===== config.mk =====
export PLATFORM = sky130hd
export DESIGN_NAME = msg_asm_flat
export DESIGN_NICKNAME = d
export VERILOG_FILES = /design/src/rtl/msg_asm_if.sv /design/src/rtl/msg_asm.sv /design/src/flat_wrapper.sv
export SDC_FILE = /design/constraint.sdc
export NUM_CORES = 1
export LEC_CHECK = 0
export BUFFER_PORTS_ARGS = -buffer_cell sky130_fd_sc_hd__buf_2
export CORE_ASPECT_RATIO = 0.75
export CORE_MARGIN = 3
export CORE_UTILIZATION = 25
export CTS_CLUSTER_DIAMETER = 120
export CTS_CLUSTER_SIZE = 30
export DETAILED_ROUTE_END_ITERATION = 6
export GPL_ROUTABILITY_DRIVEN = 1
export GPL_TIMING_DRIVEN = 0
export HOLD_SLACK_MARGIN = 0.06
export RECOVER_POWER = 25
export SLEW_MARGIN = 10
export SYNTH_ARGS = -nofsm -noshare
export SYNTH_HDL_FRONTEND = slang
export SYNTH_SLANG_ARGS = --single-unit

===== constraint.sdc =====
create_clock -name clk -period 3.03 [get_ports clk]
set_input_delay 0.606 -clock clk [delete_from_list [all_inputs] [get_ports clk]]
set_output_delay 0.606 -clock clk [all_outputs]
set_load 0.02 [all_outputs]

===== src/rtl/msg_asm_if.sv =====
// Word-in / packet-out bundle between the UART receiver, the assembler and the
// command FIFO. The assembler sits on the slave side.
interface msg_asm_if #(
  parameter int WORD_SIZE        = 8,
  parameter int WORDS_PER_PACKET = 4
);
  logic [WORD_SIZE-1:0]                  data_in;
  logic                                  data_in_valid;
  logic                                  fifo_full;
  logic [WORD_SIZE*WORDS_PER_PACKET-1:0] data_out;
  logic                                  data_out_req;
  logic                                  overrun;
  logic                                  timeout_err;

  modport master (
    output data_in, data_in_valid, fifo_full,
    input  data_out, data_out_req, overrun, timeout_err
  );

  modport slave (
    input  data_in, data_in_valid, fifo_full,
    output data_out, data_out_req, overrun, timeout_err
  );
endinterface


===== src/rtl/msg_asm.sv =====
// Packs WORDS_PER_PACKET UART words (word 0 in the LSBs) into one packet for the
// command FIFO; one packet can wait for FIFO space while the next is assembled.
module msg_asm #(
  parameter int WORD_SIZE        = 8,
  parameter int WORDS_PER_PACKET = 4,
  parameter int TIMEOUT_CYCLES   = 100000
) (
  input  logic     clk,
  input  logic     reset,
  msg_asm_if.slave bus
);

  localparam int PKT_W = WORD_SIZE * WORDS_PER_PACKET;
  localparam int CTR_W = $clog2(WORDS_PER_PACKET + 1);
  localparam int TMR_W = (TIMEOUT_CYCLES > 0) ? $clog2(TIMEOUT_CYCLES + 1) : 1;
  localparam int BUF_W = (WORDS_PER_PACKET > 1) ? WORD_SIZE * (WORDS_PER_PACKET - 1)
                                                : WORD_SIZE;
  localparam logic [CTR_W-1:0] LAST_IDX = CTR_W'(WORDS_PER_PACKET - 1);
  localparam logic [TMR_W-1:0] TMR_LAST = TMR_W'((TIMEOUT_CYCLES > 0) ? TIMEOUT_CYCLES - 1 : 0);

  logic [CTR_W-1:0] ctr_q, ctr_d;
  logic [TMR_W-1:0] timer_q, timer_d;
  logic [BUF_W-1:0] buf_q, buf_d;
  logic [PKT_W-1:0] data_out_q, data_out_d;
  logic             pending_q, pending_d;
  logic             overrun_q, overrun_d;
  logic             timeout_err_q, timeout_err_d;

  logic             last_word;
  logic             complete;
  logic             fifo_write;
  logic [PKT_W-1:0] packet;

  assign last_word  = (ctr_q == LAST_IDX);
  assign complete   = bus.data_in_valid & last_word;
  assign fifo_write = pending_q & ~bus.fifo_full;

  // NOTE: every always_comb output gets a default first so no path infers a latch.
  always_comb begin
    packet = '0;
    for (int i = 0; i < WORDS_PER_PACKET - 1; i++) begin
      packet[i*WORD_SIZE +: WORD_SIZE] = buf_q[i*WORD_SIZE +: WORD_SIZE];
    end
    packet[PKT_W-1 -: WORD_SIZE] = bus.data_in;
  end

  always_comb begin
    ctr_d         = ctr_q;
    buf_d         = buf_q;
    timer_d       = timer_q;
    data_out_d    = data_out_q;
    pending_d     = pending_q;
    overrun_d     = overrun_q;
    timeout_err_d = 1'b0;

    if (bus.data_in_valid) begin
      if (last_word) begin
        ctr_d = '0;
      end else begin
        ctr_d = ctr_q + CTR_W'(1);
        for (int i = 0; i < WORDS_PER_PACKET - 1; i++) begin
          if (ctr_q == CTR_W'(i)) buf_d[i*WORD_SIZE +: WORD_SIZE] = bus.data_in;
        end
      end
    end

    // A completion on the write edge refills the output slot instead of freeing it.
    if (complete && (!pending_q || fifo_write)) begin
      data_out_d = packet;
      pending_d  = 1'b1;
    end else if (complete) begin
      overrun_d = 1'b1;
    end else if (fifo_write) begin
      pending_d = 1'b0;
    end

    if (TIMEOUT_CYCLES == 0 || bus.data_in_valid || ctr_q == '0) begin
      timer_d = '0;
    end else if (timer_q == TMR_LAST) begin
      timer_d       = '0;
      ctr_d         = '0;
      timeout_err_d = 1'b1;
    end else begin
      timer_d = timer_q + TMR_W'(1);
    end
  end

  // NOTE: sequential state uses non-blocking assignments so all flops update together.
  always_ff @(posedge clk) begin
    if (reset) begin
      ctr_q         <= '0;
      timer_q       <= '0;
      // NOTE: the word buffer is cleared on reset although its contents are never read stale.
      buf_q         <= '0;
      data_out_q    <= '0;
      pending_q     <= 1'b0;
      overrun_q     <= 1'b0;
      timeout_err_q <= 1'b0;
    end else begin
      ctr_q         <= ctr_d;
      timer_q       <= timer_d;
      buf_q         <= buf_d;
      data_out_q    <= data_out_d;
      pending_q     <= pending_d;
      overrun_q     <= overrun_d;
      timeout_err_q <= timeout_err_d;
    end
  end

  assign bus.data_out     = data_out_q;
  assign bus.data_out_req = fifo_write;
  assign bus.overrun      = overrun_q;
  assign bus.timeout_err  = timeout_err_q;

endmodule

===== src/flat_wrapper.sv =====
// flat-port wrapper written by rule: the top's interface ports become plain ports
module msg_asm_flat 
#(
  parameter int WORD_SIZE        = 8,
  parameter int WORDS_PER_PACKET = 4,
  parameter int TIMEOUT_CYCLES   = 100000
)
  (clk, reset, bus_data_in, bus_data_in_valid, bus_fifo_full, bus_data_out, bus_data_out_req, bus_overrun, bus_timeout_err);
  msg_asm_if #(.WORD_SIZE(WORD_SIZE), .WORDS_PER_PACKET(WORDS_PER_PACKET)) bus_i ();
  input  logic clk;
  input  logic reset;
  input wire logic [$bits(bus_i.data_in)-1:0] bus_data_in;
  input wire logic [$bits(bus_i.data_in_valid)-1:0] bus_data_in_valid;
  input wire logic [$bits(bus_i.fifo_full)-1:0] bus_fifo_full;
  output wire logic [$bits(bus_i.data_out)-1:0] bus_data_out;
  output wire logic [$bits(bus_i.data_out_req)-1:0] bus_data_out_req;
  output wire logic [$bits(bus_i.overrun)-1:0] bus_overrun;
  output wire logic [$bits(bus_i.timeout_err)-1:0] bus_timeout_err;
  assign bus_i.data_in = bus_data_in;
  assign bus_i.data_in_valid = bus_data_in_valid;
  assign bus_i.fifo_full = bus_fifo_full;
  assign bus_data_out = bus_i.data_out;
  assign bus_data_out_req = bus_i.data_out_req;
  assign bus_overrun = bus_i.overrun;
  assign bus_timeout_err = bus_i.timeout_err;
  msg_asm #(.WORD_SIZE(WORD_SIZE), .WORDS_PER_PACKET(WORDS_PER_PACKET), .TIMEOUT_CYCLES(TIMEOUT_CYCLES)) u_core (.clk(clk), .reset(reset), .bus(bus_i));
endmodule

* Word level (Yosys, flattened, before mapping)
Index checks and enable logic that the tools add are counted.
** Storage, ports and cells
- Logic and storage cells :: 42
- Register bits after elaboration :: 79
- Output and inout bits :: 35
- Bits of input ports :: 12
** Operators by class
- Eq/ne operators :: 5
- Bitwise logic cells :: 5
- Add/subtract/negate cells :: 2
- Mux-type cells :: 8
- Reduce and logical (&&, ||, !) cells :: 13
** Operator list (count)
- 17-bit by 1-bit adder with 17-bit output (second input constant) :: 1
- 17-bit equality test (second input constant) :: 1
- 3-bit two-way mux :: 4
- 3-bit AND reduction :: 3
- 3-bit by 2-bit equality test with 1-bit output (second input constant) :: 2
- 1-bit two-way mux :: 4
- 2-bit AND reduction :: 2
- 3-bit by 1-bit adder with 3-bit output (second input constant) :: 1
- 3-bit by 1-bit equality test with 1-bit output (second input constant) :: 1
- 3-bit logical NOT :: 1
- 1-bit NOT :: 3
- 3-bit OR reduction :: 1
- 1-bit bitwise AND :: 2
- 1-bit logical OR :: 2
- 2-bit != test (second input constant) :: 1
- 2-bit nonzero test :: 1
- 2-bit OR reduction :: 1
- 1-bit logical AND :: 1
- 1-bit logical NOT :: 1

* Logic depth before layout (Yosys ltp)
- Depth after elaboration :: 6
- Depth in mapped cells :: 7
- Gate-level depth less buffers :: 6

* Worst setup path before layout
OpenSTA, ideal clock, no wires.
- Kind :: register to register
- Start point :: register u_core.timer_q[0]
- End point :: register u_core.timer_q[16]
- Stages on the path, launching flop included :: 6
- Setup time :: 70 ps
- Slack :: 1234 ps
- Clock period less this slack :: 1796 ps
- Path buffers :: 0
- Arrival time :: 1726 ps
- Data required time :: 2960 ps
- Cell sequence :: dfxtp_1 -> ha_1 -> nand3_2 -> or4_4 -> or3_1 -> a21oi_1
** Between the ends
- Word-level cells in the longest chain between the ends :: 2
- Elaborated cells on any way between the ends :: 3
- Those cells by class :: add/sub (1); eq/ne (1); reduce/logical (1)
** RTL lines
- from (decl) :: RTL line msg_asm.sv:22 : logic [TMR_W-1:0] timer_q, timer_d;
- from (signal assigned) :: RTL line msg_asm.sv:101 : timer_q <= timer_d;
- branches (longest 2 deep; another with 17-bit by 1-bit adder with 17-bit output)
Parallel ways; which one is timed is not known.
A chain may end at the register's enable or synchronous reset.

* Final worst setup path
- Start point :: register u_core.ctr_q[0]
- End point :: register u_core.data_out_q[9] (netlist: u_core.bus.data_out[9])
** Between the ends
- Word-level cells in the longest chain between the ends :: 3
** RTL lines
- from (decl) :: RTL line msg_asm.sv:21 : logic [CTR_W-1:0] ctr_q, ctr_d;
- from (signal assigned) :: RTL line msg_asm.sv:100 : ctr_q <= ctr_d;
- 3-bit by 2-bit equality test with 1-bit output :: RTL line msg_asm.sv:34 : assign last_word = (ctr_q == LAST_IDX);
- 1-bit bitwise AND :: RTL line msg_asm.sv:35 : assign complete = bus.data_in_valid & last_word;
- 1-bit logical AND :: RTL line msg_asm.sv:68 : if (complete && (!pending_q || fifo_write)) begin
- to (signal assigned) :: RTL line msg_asm.sv:103 : data_out_q <= data_out_d;
- to (decl) :: RTL line msg_asm.sv:24 : logic [PKT_W-1:0] data_out_q, data_out_d;
No other way between the ends.

==> metrics.cfg <==
[timing]
rsz0062_at_grt=no
slew_headroom_pct=63.1
finalMaxSlewViolations=0
worst_pin_slew_ps=552
period_share_pct=71.9
tns_ps=0
fmax_ghz=0.459
setup_viol=0
skew_ps=6.58
timing.hold.ws_ps=454
hold_viol=0
finalCriticalPeriod_ps=2180

[critical_path]
critPathTopFamily=simple AND/OR/NAND/NOR gates
cpPeakStageDelay_ps=400
cp.depth=7
worstSetupPathType=flip-flop to flip-flop
arrival_ps=2440
crit_buf_inv=2
critPathRequiredTime_ps=3290
cpMaxStageDelayCell=clkbuf_1
reg2regPathDepth=7
startpoint_type=flip-flop
cp-end-kind=flip-flop
crit_top_cell=clkbuf_1
crit_chain=ha_1 > nor2b_1 > and3_1 > clkbuf_1 > clkbuf_1 > nand2_1 > a21oi_1
path_max_fanout=10

[clocking]
cts_buffers=9
cts.sinks=79
clkTransAtPathRegs_ps=60
post-cts-setup-buffers=0
clk_latency_ps=340
cts_root_buffer=clkbuf_16
cts_resized=0
holdBufCountCts=0
cts_tree=built
cts_max_path_buffers=2
h-tree-depth=3

[routing]
ant_nets=0
via_count=2651
routedWlPerCell_um=12.9
vias_per_cell=4.49
drtIter0Drc=147
wirelength_um=7610
drc=0
dr.pass1.iters=4

[floorplanning]
initial_core_util_pct=25.9
rows=34
dieArea_um2=13500
die_h_um=102
io_pins=47
die_w_um=133
core_um2=11700

[pwr]
p_leak_nw=1.26
power_per_cell_area_nw_per_um2=656
p_total_mw=2.49
peakVddDrop_mv=0.327

[synthesis]
synth_xor_area_share_pct=3.74
avgSynthCellArea_um2=8.25
syn_nets=386
synthTopCellsByArea=dfxtp_1 52%, nand2_1 15%, a21oi_1 10%
synthCells=369
ys_seq_area_share_pct=52.0
ys_warn_count=0
synth-edff-count=0
synth_top_area_share_pct=52.0
muxShareOfSynthArea_pct=0
ys_types=33
synth_ff_type=dfxtp_1
yosysTopAreaCell=dfxtp_1
synth-simple-area-share_pct=25.7
synth_seq_cells=79
synth_compound_area_share_pct=12.6
synth_fa_ha_area_share_pct=2.06
async_flop_share_pct=0
synth_area_um2=3040
synth_top_family_by_area=simple AND/OR/NAND/NOR gates

[placed_design]
dp_hpwl_um=5700
port_buffers=44
placed_cells=575
place_congestion=0.850

[grt]
grt_pass1_vias=2578
grtUsageTotal_pct=11.5
antenna_found_initial=0
grt_max_degree=15
overflow=0
grt_pass1_wl_um=12400

[final_layout]
final_util_pct=32.4
final_common_cell=nand2_1
diodes=0
layout-drive-gt1-share_pct=10.0
final_cell_count_no_fill=591
syn_to_final_growth_pct=24.9
nNetsFinal=441
final_cell_mix=122 x nand2_1, 79 x dfxtp_1, 61 x a21oi_1

[min_path]
whs_path_depth=2
holdCritPathClass=flip-flop to flip-flop

[outcome]
status=complete, no violations

[flow_run]
max-cap-violations=0

## Yosys cell counts, types with 2 or more instances
| cell type | number |
|---|---|
| nand2_1 | 122 |
| nor2b_1 | 2 |
| xnor2_1 | 8 |
| nor2_1 | 19 |
| nand4_1 | 5 |
| nor4_1 | 4 |
| a21oi_1 | 61 |
| inv_1 | 6 |
| o21ai_0 | 2 |
| or3_1 | 3 |
| nor3_1 | 5 |
| nand3_1 | 6 |
| ha_1 | 5 |
| clkbuf_1 | 16 |
| dfxtp_1 | 79 |
| xor2_1 | 5 |
| and2_1 | 4 |
| buf_6 | 2 |
## cells by family after synthesis
kind of cell               count (synthesis)
adders and majority gates                  5
and+or+nand+nor                          179
DFF                                       79
buffers and inverters                     25
xor gates and xnor gates                  13
AOI/OAI and AO/OA                         68
## registers in the layout, indices dropped and copies added, names as in the netlist
signal                  cells
u_core.bus.data_out        32
u_core.buf_q               24
u_core.timer_q             17
u_core.ctr_q                3
u_core.bus.overrun          1
u_core.bus.timeout_err      1
u_core.pending_q            1
## through the flow
step / area, µm² / setup WS [ps]
2_1_floorplan: 3040 / 1230
6_report: 3800 / 852
4_1_cts: 3830 / 841
3_5_place_dp: 3470 / 837
5_1_grt: 3800 / 627
3_3_place_gp: 3470 / 943
## area by class of cell
| class | count | area (µm²) |
|---|---|---|
| tap | 162 | 203 |
| timing repair buffer | 44 | 188 |
| inverter | 6 | 22.5 |
| sequential | 79 | 1580 |
| buffer | 19 | 96.3 |
| multi-input combinational | 265 | 1340 |
| clock buffer | 9 | 225 |
| fill | 1250 | 7940 |
| clock inverter | 7 | 143 |
## report_power, final
part,total (mW),internal (mW),switching [mW]
logic,0.0999,0.0306,0.0692
clock network,1.33,0.892,0.433
registers,1.07,1.06,0.0111
total,2.49,1.98,0.513
## path summary, 6_finish.rpt
path                      startpoint                 endpoint  slack, ps
min reg2reg  u_core.bus.data_out[28]  u_core.bus.data_out[28]        450
max                  u_core.ctr_q[0]   u_core.bus.data_out[9]        850
max reg2reg          u_core.ctr_q[0]   u_core.bus.data_out[9]        850
min          u_core.bus.data_out[28]  u_core.bus.data_out[28]        450
## per-layer routing
metal	wire length (µm)	share of wire [%]	global-route usage [%]
met1	3620	48	14.4
met2	3280	43	18.1
met3	578	7.6	3.67
met4	136	1.8	5.77
met5	0	0	0
## worst min-delay path: cells and delay by family (launching register included)
kind / cells / cell delay [ps]
flops: 1 / 310
compound gates: 1 / 50
simple gates: 1 / 50
Power figures use the tool's default switching activity.
